### src/rtl/mem_arb_pkg.sv
// Shared types and constants for the unified memory port arbiter.
// Contents: FSM state encoding, requester IDs, parameter legal ranges
// and internal counter widths.
package mem_arb_pkg;

   localparam int unsigned MEM_LAT_MIN    = 1;
   localparam int unsigned MEM_LAT_MAX    = 4;
   localparam int unsigned STARVE_MAX_MIN = 1;
   localparam int unsigned STARVE_MAX_MAX = 15;

   // Counters sized for the largest legal parameter values.
   localparam int unsigned LAT_CNT_W    = 3;
   localparam int unsigned STARVE_CNT_W = 4;

   typedef enum logic [1:0] {
      IDLE    = 2'b00,
      RD_WAIT = 2'b01
   } arb_state_e;

   typedef enum logic {
      REQ_CORE = 1'b0,
      REQ_DMA  = 1'b1
   } req_id_e;

endpackage

### src/rtl/mem_rd_tracker.sv
// Tracks one outstanding memory read: counts down the fixed read latency,
// remembers which requester owns the read and steers rvalid/rdata to it.
// Ports:
//   clk, rst            clock, async active-high reset
//   start_i, id_i       load the latency counter and latch the owner
//   mem_rdata_i         read data from the memory macro
//   done_o              last cycle of the read (rvalid cycle)
//   core_/dma_rvalid_o  per-requester read-valid pulse
//   core_/dma_rdata_o   per-requester read data, held between reads
module mem_rd_tracker
   import mem_arb_pkg::*;
#(
   parameter int unsigned DATA_W  = 32,
   parameter int unsigned MEM_LAT = 1
) (
   input  logic              clk,
   input  logic              rst,
   input  logic              start_i,
   input  req_id_e           id_i,
   input  logic [DATA_W-1:0] mem_rdata_i,
   output logic              done_o,
   output logic              core_rvalid_o,
   output logic              dma_rvalid_o,
   output logic [DATA_W-1:0] core_rdata_o,
   output logic [DATA_W-1:0] dma_rdata_o
);

   logic [LAT_CNT_W-1:0] lat_cnt_q, lat_cnt_d;
   req_id_e              id_q, id_d;
   logic [DATA_W-1:0]    core_rdata_q, core_rdata_d;
   logic [DATA_W-1:0]    dma_rdata_q, dma_rdata_d;

   // Countdown, owner latch and capture of returned data.
   always_comb begin
      lat_cnt_d    = lat_cnt_q;
      id_d         = id_q;
      core_rdata_d = core_rdata_q;
      dma_rdata_d  = dma_rdata_q;
      done_o       = (lat_cnt_q == LAT_CNT_W'(1));
      if (start_i) begin
         lat_cnt_d = LAT_CNT_W'(MEM_LAT);
         id_d      = id_i;
      end else if (lat_cnt_q != '0) begin
         lat_cnt_d = lat_cnt_q - LAT_CNT_W'(1);
      end
      if (done_o) begin
         if (id_q == REQ_DMA) dma_rdata_d  = mem_rdata_i;
         else                 core_rdata_d = mem_rdata_i;
      end
   end

   always_ff @(posedge clk or posedge rst) begin
      if (rst) begin
         lat_cnt_q    <= '0;
         id_q         <= REQ_CORE;
         core_rdata_q <= '0;
         dma_rdata_q  <= '0;
      end else begin
         lat_cnt_q    <= lat_cnt_d;
         id_q         <= id_d;
         core_rdata_q <= core_rdata_d;
         dma_rdata_q  <= dma_rdata_d;
      end
   end

   // Memory data passes straight through in the valid cycle, then the
   // captured copy holds it; the other requester's data is untouched.
   assign core_rvalid_o = done_o && (id_q == REQ_CORE);
   assign dma_rvalid_o  = done_o && (id_q == REQ_DMA);
   assign core_rdata_o  = core_rvalid_o ? mem_rdata_i : core_rdata_q;
   assign dma_rdata_o   = dma_rvalid_o  ? mem_rdata_i : dma_rdata_q;

endmodule

### src/rtl/mem_port_arbiter.sv
// Arbitrates the unified instruction/data memory between the core memory
// port and the DMA/loader port. Grants are combinational in IDLE; reads
// block further grants until their data returns.
// Build option: MEM_ARB_ROUND_ROBIN_EN selects alternating priority on
// conflict instead of core priority with a DMA starvation bound.
// Ports:
//   clk, rst                              clock, async active-high reset
//   core_req/we/addr/wdata, core_gnt      core request bundle and grant
//   core_rvalid, core_rdata               core read return
//   dma_req/we/addr/wdata, dma_gnt        DMA request bundle and grant
//   dma_rvalid, dma_rdata                 DMA read return
//   mem_en/we/addr/wdata, mem_rdata       memory macro interface
//   busy                                  a read is outstanding
module mem_port_arbiter
   import mem_arb_pkg::*;
#(
   parameter int unsigned ADDR_W     = 32,
   parameter int unsigned DATA_W     = 32,
   parameter int unsigned MEM_LAT    = 1,
   parameter int unsigned STARVE_MAX = 4
) (
   input  logic              clk,
   input  logic              rst,
   input  logic              core_req,
   input  logic              core_we,
   input  logic [ADDR_W-1:0] core_addr,
   input  logic [DATA_W-1:0] core_wdata,
   output logic              core_gnt,
   output logic              core_rvalid,
   output logic [DATA_W-1:0] core_rdata,
   input  logic              dma_req,
   input  logic              dma_we,
   input  logic [ADDR_W-1:0] dma_addr,
   input  logic [DATA_W-1:0] dma_wdata,
   output logic              dma_gnt,
   output logic              dma_rvalid,
   output logic [DATA_W-1:0] dma_rdata,
   output logic              mem_en,
   output logic              mem_we,
   output logic [ADDR_W-1:0] mem_addr,
   output logic [DATA_W-1:0] mem_wdata,
   input  logic [DATA_W-1:0] mem_rdata,
   output logic              busy
);

   // Elaboration-time parameter range checks.
   if (MEM_LAT < MEM_LAT_MIN || MEM_LAT > MEM_LAT_MAX) begin : g_bad_lat
      $error("mem_port_arbiter: MEM_LAT out of range");
   end
   if (STARVE_MAX < STARVE_MAX_MIN || STARVE_MAX > STARVE_MAX_MAX) begin : g_bad_starve
      $error("mem_port_arbiter: STARVE_MAX out of range");
   end

   arb_state_e state_q, state_d;
   logic       core_pri;
   logic       core_win;
   logic       rd_start;
   req_id_e    rd_id;
   logic       rd_done;

`ifdef MEM_ARB_ROUND_ROBIN_EN
   // Last-winner flag; resets to DMA so the core wins the first conflict.
   logic last_dma_q, last_dma_d;

   assign core_pri = last_dma_q;

   always_comb begin
      last_dma_d = last_dma_q;
      if (core_gnt)     last_dma_d = 1'b0;
      else if (dma_gnt) last_dma_d = 1'b1;
   end

   always_ff @(posedge clk or posedge rst) begin
      if (rst) last_dma_q <= 1'b1;
      else     last_dma_q <= last_dma_d;
   end
`else
   // Consecutive core grants while DMA waits; DMA wins once it saturates.
   logic [STARVE_CNT_W-1:0] starve_cnt_q, starve_cnt_d;

   assign core_pri = (starve_cnt_q != STARVE_CNT_W'(STARVE_MAX));

   always_comb begin
      starve_cnt_d = starve_cnt_q;
      if (!dma_req || dma_gnt) begin
         starve_cnt_d = '0;
      end else if (core_gnt && (starve_cnt_q != STARVE_CNT_W'(STARVE_MAX))) begin
         starve_cnt_d = starve_cnt_q + STARVE_CNT_W'(1);
      end
   end

   always_ff @(posedge clk or posedge rst) begin
      if (rst) starve_cnt_q <= '0;
      else     starve_cnt_q <= starve_cnt_d;
   end
`endif

   assign core_win = core_req && (!dma_req || core_pri);

   // Next-state and combinational grant / memory drive.
   always_comb begin
      state_d   = state_q;
      core_gnt  = 1'b0;
      dma_gnt   = 1'b0;
      mem_en    = 1'b0;
      mem_we    = 1'b0;
      mem_addr  = '0;
      mem_wdata = '0;
      rd_start  = 1'b0;
      rd_id     = REQ_CORE;
      case (state_q)
         IDLE: begin
            if (core_win) begin
               core_gnt  = 1'b1;
               mem_en    = 1'b1;
               mem_we    = core_we;
               mem_addr  = core_addr;
               mem_wdata = core_wdata;
               rd_start  = !core_we;
               rd_id     = REQ_CORE;
            end else if (dma_req) begin
               dma_gnt   = 1'b1;
               mem_en    = 1'b1;
               mem_we    = dma_we;
               mem_addr  = dma_addr;
               mem_wdata = dma_wdata;
               rd_start  = !dma_we;
               rd_id     = REQ_DMA;
            end
            if (rd_start) state_d = RD_WAIT;
         end
         RD_WAIT: begin
            if (rd_done) state_d = IDLE;
         end
         default: state_d = IDLE;
      endcase
   end

   always_ff @(posedge clk or posedge rst) begin
      if (rst) state_q <= IDLE;
      else     state_q <= state_d;
   end

   assign busy = (state_q == RD_WAIT);

   mem_rd_tracker #(
      .DATA_W  (DATA_W),
      .MEM_LAT (MEM_LAT)
   ) u_rd_tracker (
      .clk           (clk),
      .rst           (rst),
      .start_i       (rd_start),
      .id_i          (rd_id),
      .mem_rdata_i   (mem_rdata),
      .done_o        (rd_done),
      .core_rvalid_o (core_rvalid),
      .dma_rvalid_o  (dma_rvalid),
      .core_rdata_o  (core_rdata),
      .dma_rdata_o   (dma_rdata)
   );

endmodule

### config.mk
export PLATFORM = sky130hd
export DESIGN_NAME = mem_port_arbiter
export DESIGN_NICKNAME = d
export VERILOG_FILES = /design/src/rtl/mem_arb_pkg.sv /design/src/rtl/mem_rd_tracker.sv /design/src/rtl/mem_port_arbiter.sv
export SDC_FILE = /design/constraint.sdc
export NUM_CORES = 1
export LEC_CHECK = 0
export ABC_AREA = 1
export CORE_AREA = 2 2 118 120
export DETAILED_ROUTE_END_ITERATION = 10
export DIE_AREA = 0 0 120 122
export PLACE_DENSITY = 0.73
export RECOVER_POWER = 25
export SLEW_MARGIN = 20
export SYNTH_ARGS = -nofsm -noshare
export SYNTH_HDL_FRONTEND = slang
export SYNTH_SLANG_ARGS = --single-unit
### constraint.sdc
create_clock -name clk -period 2.3 [get_ports clk]
set_input_delay 0.23 -clock clk [delete_from_list [all_inputs] [get_ports clk]]
set_output_delay 0.23 -clock clk [all_outputs]
set_load 0.1 [all_outputs]
==> run summary <==
The flow ran to the end, but the final reports show violations. The final reports fail on capacitance limit, slew limit, setup timing. The arrival time reported for the critical path endpoint is 2.11 ns. Setup repair after global routing could not meet its margin everywhere. The period utilization came out at 101.9%. The wire length reported by the detailed router came out at 18,550 um. The number of standard-cell rows in the floorplan is 43.

The share of synthesized area occupied by flip-flops and latches came out at about 45%. The first-pass iteration count of the detailed router came out at 4. By count the netlist is led by nand2_1, o21ai_0, dfrtp_1, inv_1. The post-synthesis average cell area is approximately 7 um2. The critical setup path kind is flip-flop to output port. The growth of design area from synthesis to finish is 145.9%. The later pin in the worst-skew pair is clocked with a latency of 0.32 ns. The flop and latch count out of synthesis came out at 73. Among all stages on the critical path, the largest delay is contributed by dfrtp_1. Derived from the worst setup path, the maximum achievable clock frequency is 0.4266 GHz. The via density per instance is 4.702. By area the synthesized netlist is led by dfrtp_1, nand2_1, o21ai_0. Adding up every negative setup slack in the final design gives -0.5126 ns. The final routed wire length divided by cell count came out at around 17 um.

Clock-pin slew was measured on the worst setup and hold paths at about 0.06 ns. The number of antenna violations at the first check in global routing is 1. The initial standard-cell utilization of the core came out at a little under a third. The number of routed nets with antenna violations is 0. The maximum number of pins on one net before global-route repair is 74. The most used flip-flop cell after synthesis is dfrtp_1. For the finished layout, the period the worst path requires is 2.344 ns. The floorplan step set the die height to between 100 and 150 um. The final-report max-slew violation count came out at between 70 and 80. The final-layout fill cell count is between 900 and 1,000. The total track usage is a little under a quarter. The overall die area came out at ~15,000 um2.

The total of max-cap violations came out at 1. The slew at the pin closest to its max-slew limit is ~1.7 ns. The number of nets produced by synthesis came out at 762. The number of flops mapped to enable cells by yosys is 0. The final number of hold-violating endpoints is 0. The post-route core utilization is 74.54%. The cell at the root of the clock tree is clkbuf_16. The maximum fanout count along the critical path is 17. The largest single stage delay on the critical path is 0.39 ns.

The number of gates on the worst path with buffers counted came out at 13. The depth of the CTS H-tree is 3. The clock tree buffer depth is 2.

The worst hold path class is flip-flop to flip-flop. The via count of the first global-routing pass came to 5,132. The global-route wire length before repair is between 20,000 and 30,000 um. The total via count in the routed design is 5,135.

Routability-driven placement finished with a final weighted congestion of around 0.8. The count of boundary I/O pins is ~300. The die outline width came out at 120 um. The post-synthesis cell type with the largest combined area is dfrtp_1. Together, buffers and inverters on the worst path number 5. The clock sink total came out at 73.

The share of layout cells above drive strength 1 is 37.32%. Among all cell types in the netlist, the one instantiated most often is nand2_1. The count of different cell masters after synthesis came out at 17.

The critical path startpoint category is a flip-flop. The estimated wirelength of the detail-placed design came out at between 10,000 and 15,000 um. After synthesis the cells add up to between 4000 and 5000 um2. After synthesis, the share of flip-flops with an asynchronous set or reset is 100.0%. The count of routing violations after the opening detailed-route iteration is 320.

The worst setup slack after layout came out at -0.04414 ns. The final net count is 1,077. The data required time of the worst path came out at just over 2 ns. Setup violations remaining at the end of the flow were counted as 23. In this run the standard cell core region covers roughly 14,000 um2. On the critical path the largest part of the delay comes from buffers and inverters.

The hold-critical path depth is 2. The post-synthesis cell count is 591. The worst setup path is captured at an output port.

The number of warnings printed during yosys synthesis came out at 0. TritonCTS built the clock tree. The number of cells traversed by the worst register-to-register path is 13. The total overflow reported by the global router came out at 0. In this run the biggest area consumer among cell types represents approximately 45% of the synthesized area.

The number of buffers added on ports came out at 300. Counting the buffers created by CTS gives 9. The tightest slew margin relative to the limit came out at -10.01%. The post-route DRC violation count came out at 0. Before CTS, the worst setup slack after placement is ~0.19 ns.

The critical path goes through inv_2 -> ha_4 -> nand2_2 -> inv_2 -> nand2_4 -> nand2_4 -> nand2_4 -> nor2_4 -> buf_12 -> buf_12 -> nand2_1 -> nand2_2 -> buf_12. The post-route clock skew is approximately 0.0054 ns.
==> metrics by stage <==
stage,std cells,instance area (um2),hold WS (ns)
2_1_floorplan,591,4576,0.4105
3_3_place_gp,1050,9059,0.4594
3_5_place_dp,1050,9059,0.4653
4_1_cts,1080,9634,0.3416
5_1_grt,1092,10070,0.5195
6_report,1092,10070,0.4794
==> final cells by class <==
type	count	area, um2	share of cell area (%)
Timing Repair Buffer	338	4872	48.40
Multi-Input combinational cell	434	2664	26.46
Sequential cell	73	1828	18.16
Clock buffer	10	229.0	2.275
Tap cell	180	225.2	2.237
Inverter	49	193.9	1.927
Clock inverter	6	43.79	0.4351
Timing Repair inverter	1	7.507	0.07458
Antenna cell	1	2.502	0.02486
==> what timing repair did <==
item | 4_1_cts | 5_1_grt
hold buffers | 0 | 0
setup endpoints to repair | 77 | 100
gates cloned | 4 | 4
pin swaps | 2 | 26
setup buffers | 10 | 8
resized for setup | 35 | 98
==> final timing paths <==
check	startpoint	endpoint	slack (ns)
min reg2reg	u_rd_tracker.dma_rdata_q[7]	u_rd_tracker.dma_rdata_q[7]	0.48
max	starve_cnt_q[0]	mem_wdata[25]	-0.04
min in group asynchronous	rst	u_rd_tracker.core_rdata_q[2]	0.79
max reg2reg	starve_cnt_q[0]	starve_cnt_q[2]	0.57
min	u_rd_tracker.dma_rdata_q[7]	u_rd_tracker.dma_rdata_q[7]	0.48
max in group asynchronous	rst	state_q[0]	0.39
==> state kept, by name, summed over array words and instances, names as in the netlist <==
| register | count |
|---|---|
| u_rd_tracker.lat_cnt_q | 3 |
| u_rd_tracker.core_rdata_q | 32 |
| u_rd_tracker.dma_rdata_q | 32 |
| state_q | 1 |
| u_rd_tracker.id_q | 1 |
| starve_cnt_q | 4 |
==> worst min-delay path, cell delays in order (launching register included) <==
cell     delay, ns
dfrtp_1       0.32
nand2_1       0.06
o21ai_0       0.06
==> kinds of logic (layout without fill, tap and decap cells) <==
kind of cell,Yosys count,after routing,share of synthesized area [%]
buffers and inverters,84,404,9.627
adder cells (fa/ha/maj),5,5,1.528
XOR/XNOR,2,2,0.4280
flip-flops,73,73,44.62
other,0,1,0
AO/OA/AOI/OAI,138,138,16.93
AND/OR/NAND/NOR,289,289,26.86
==> cells in the final DEF, fill, tap and decap left out, types with 15 or more instances in the layout <==
cell             count
nand2_1            178
nand2_4             21
o21ai_1             17
o21ai_0             68
clkdlybuf4s50_1    165
dfrtp_1             72
o21ai_2             15
buf_12             141
o21ai_4             32
nand2_2             72
buf_4               21
inv_1               43
==> routing by layer <==
metal	vias up	global-route usage (%)	share of wire (%)
met5	-	0	0
met4	0	6.691	2.0
met3	26	7.210	7.3
met2	184	40.84	53
met1	2421	27.23	37
li1	2504	-	-
Power is not shown: default switching activity piles up to over one toggle a cycle in this logic, so the estimate is an artifact.
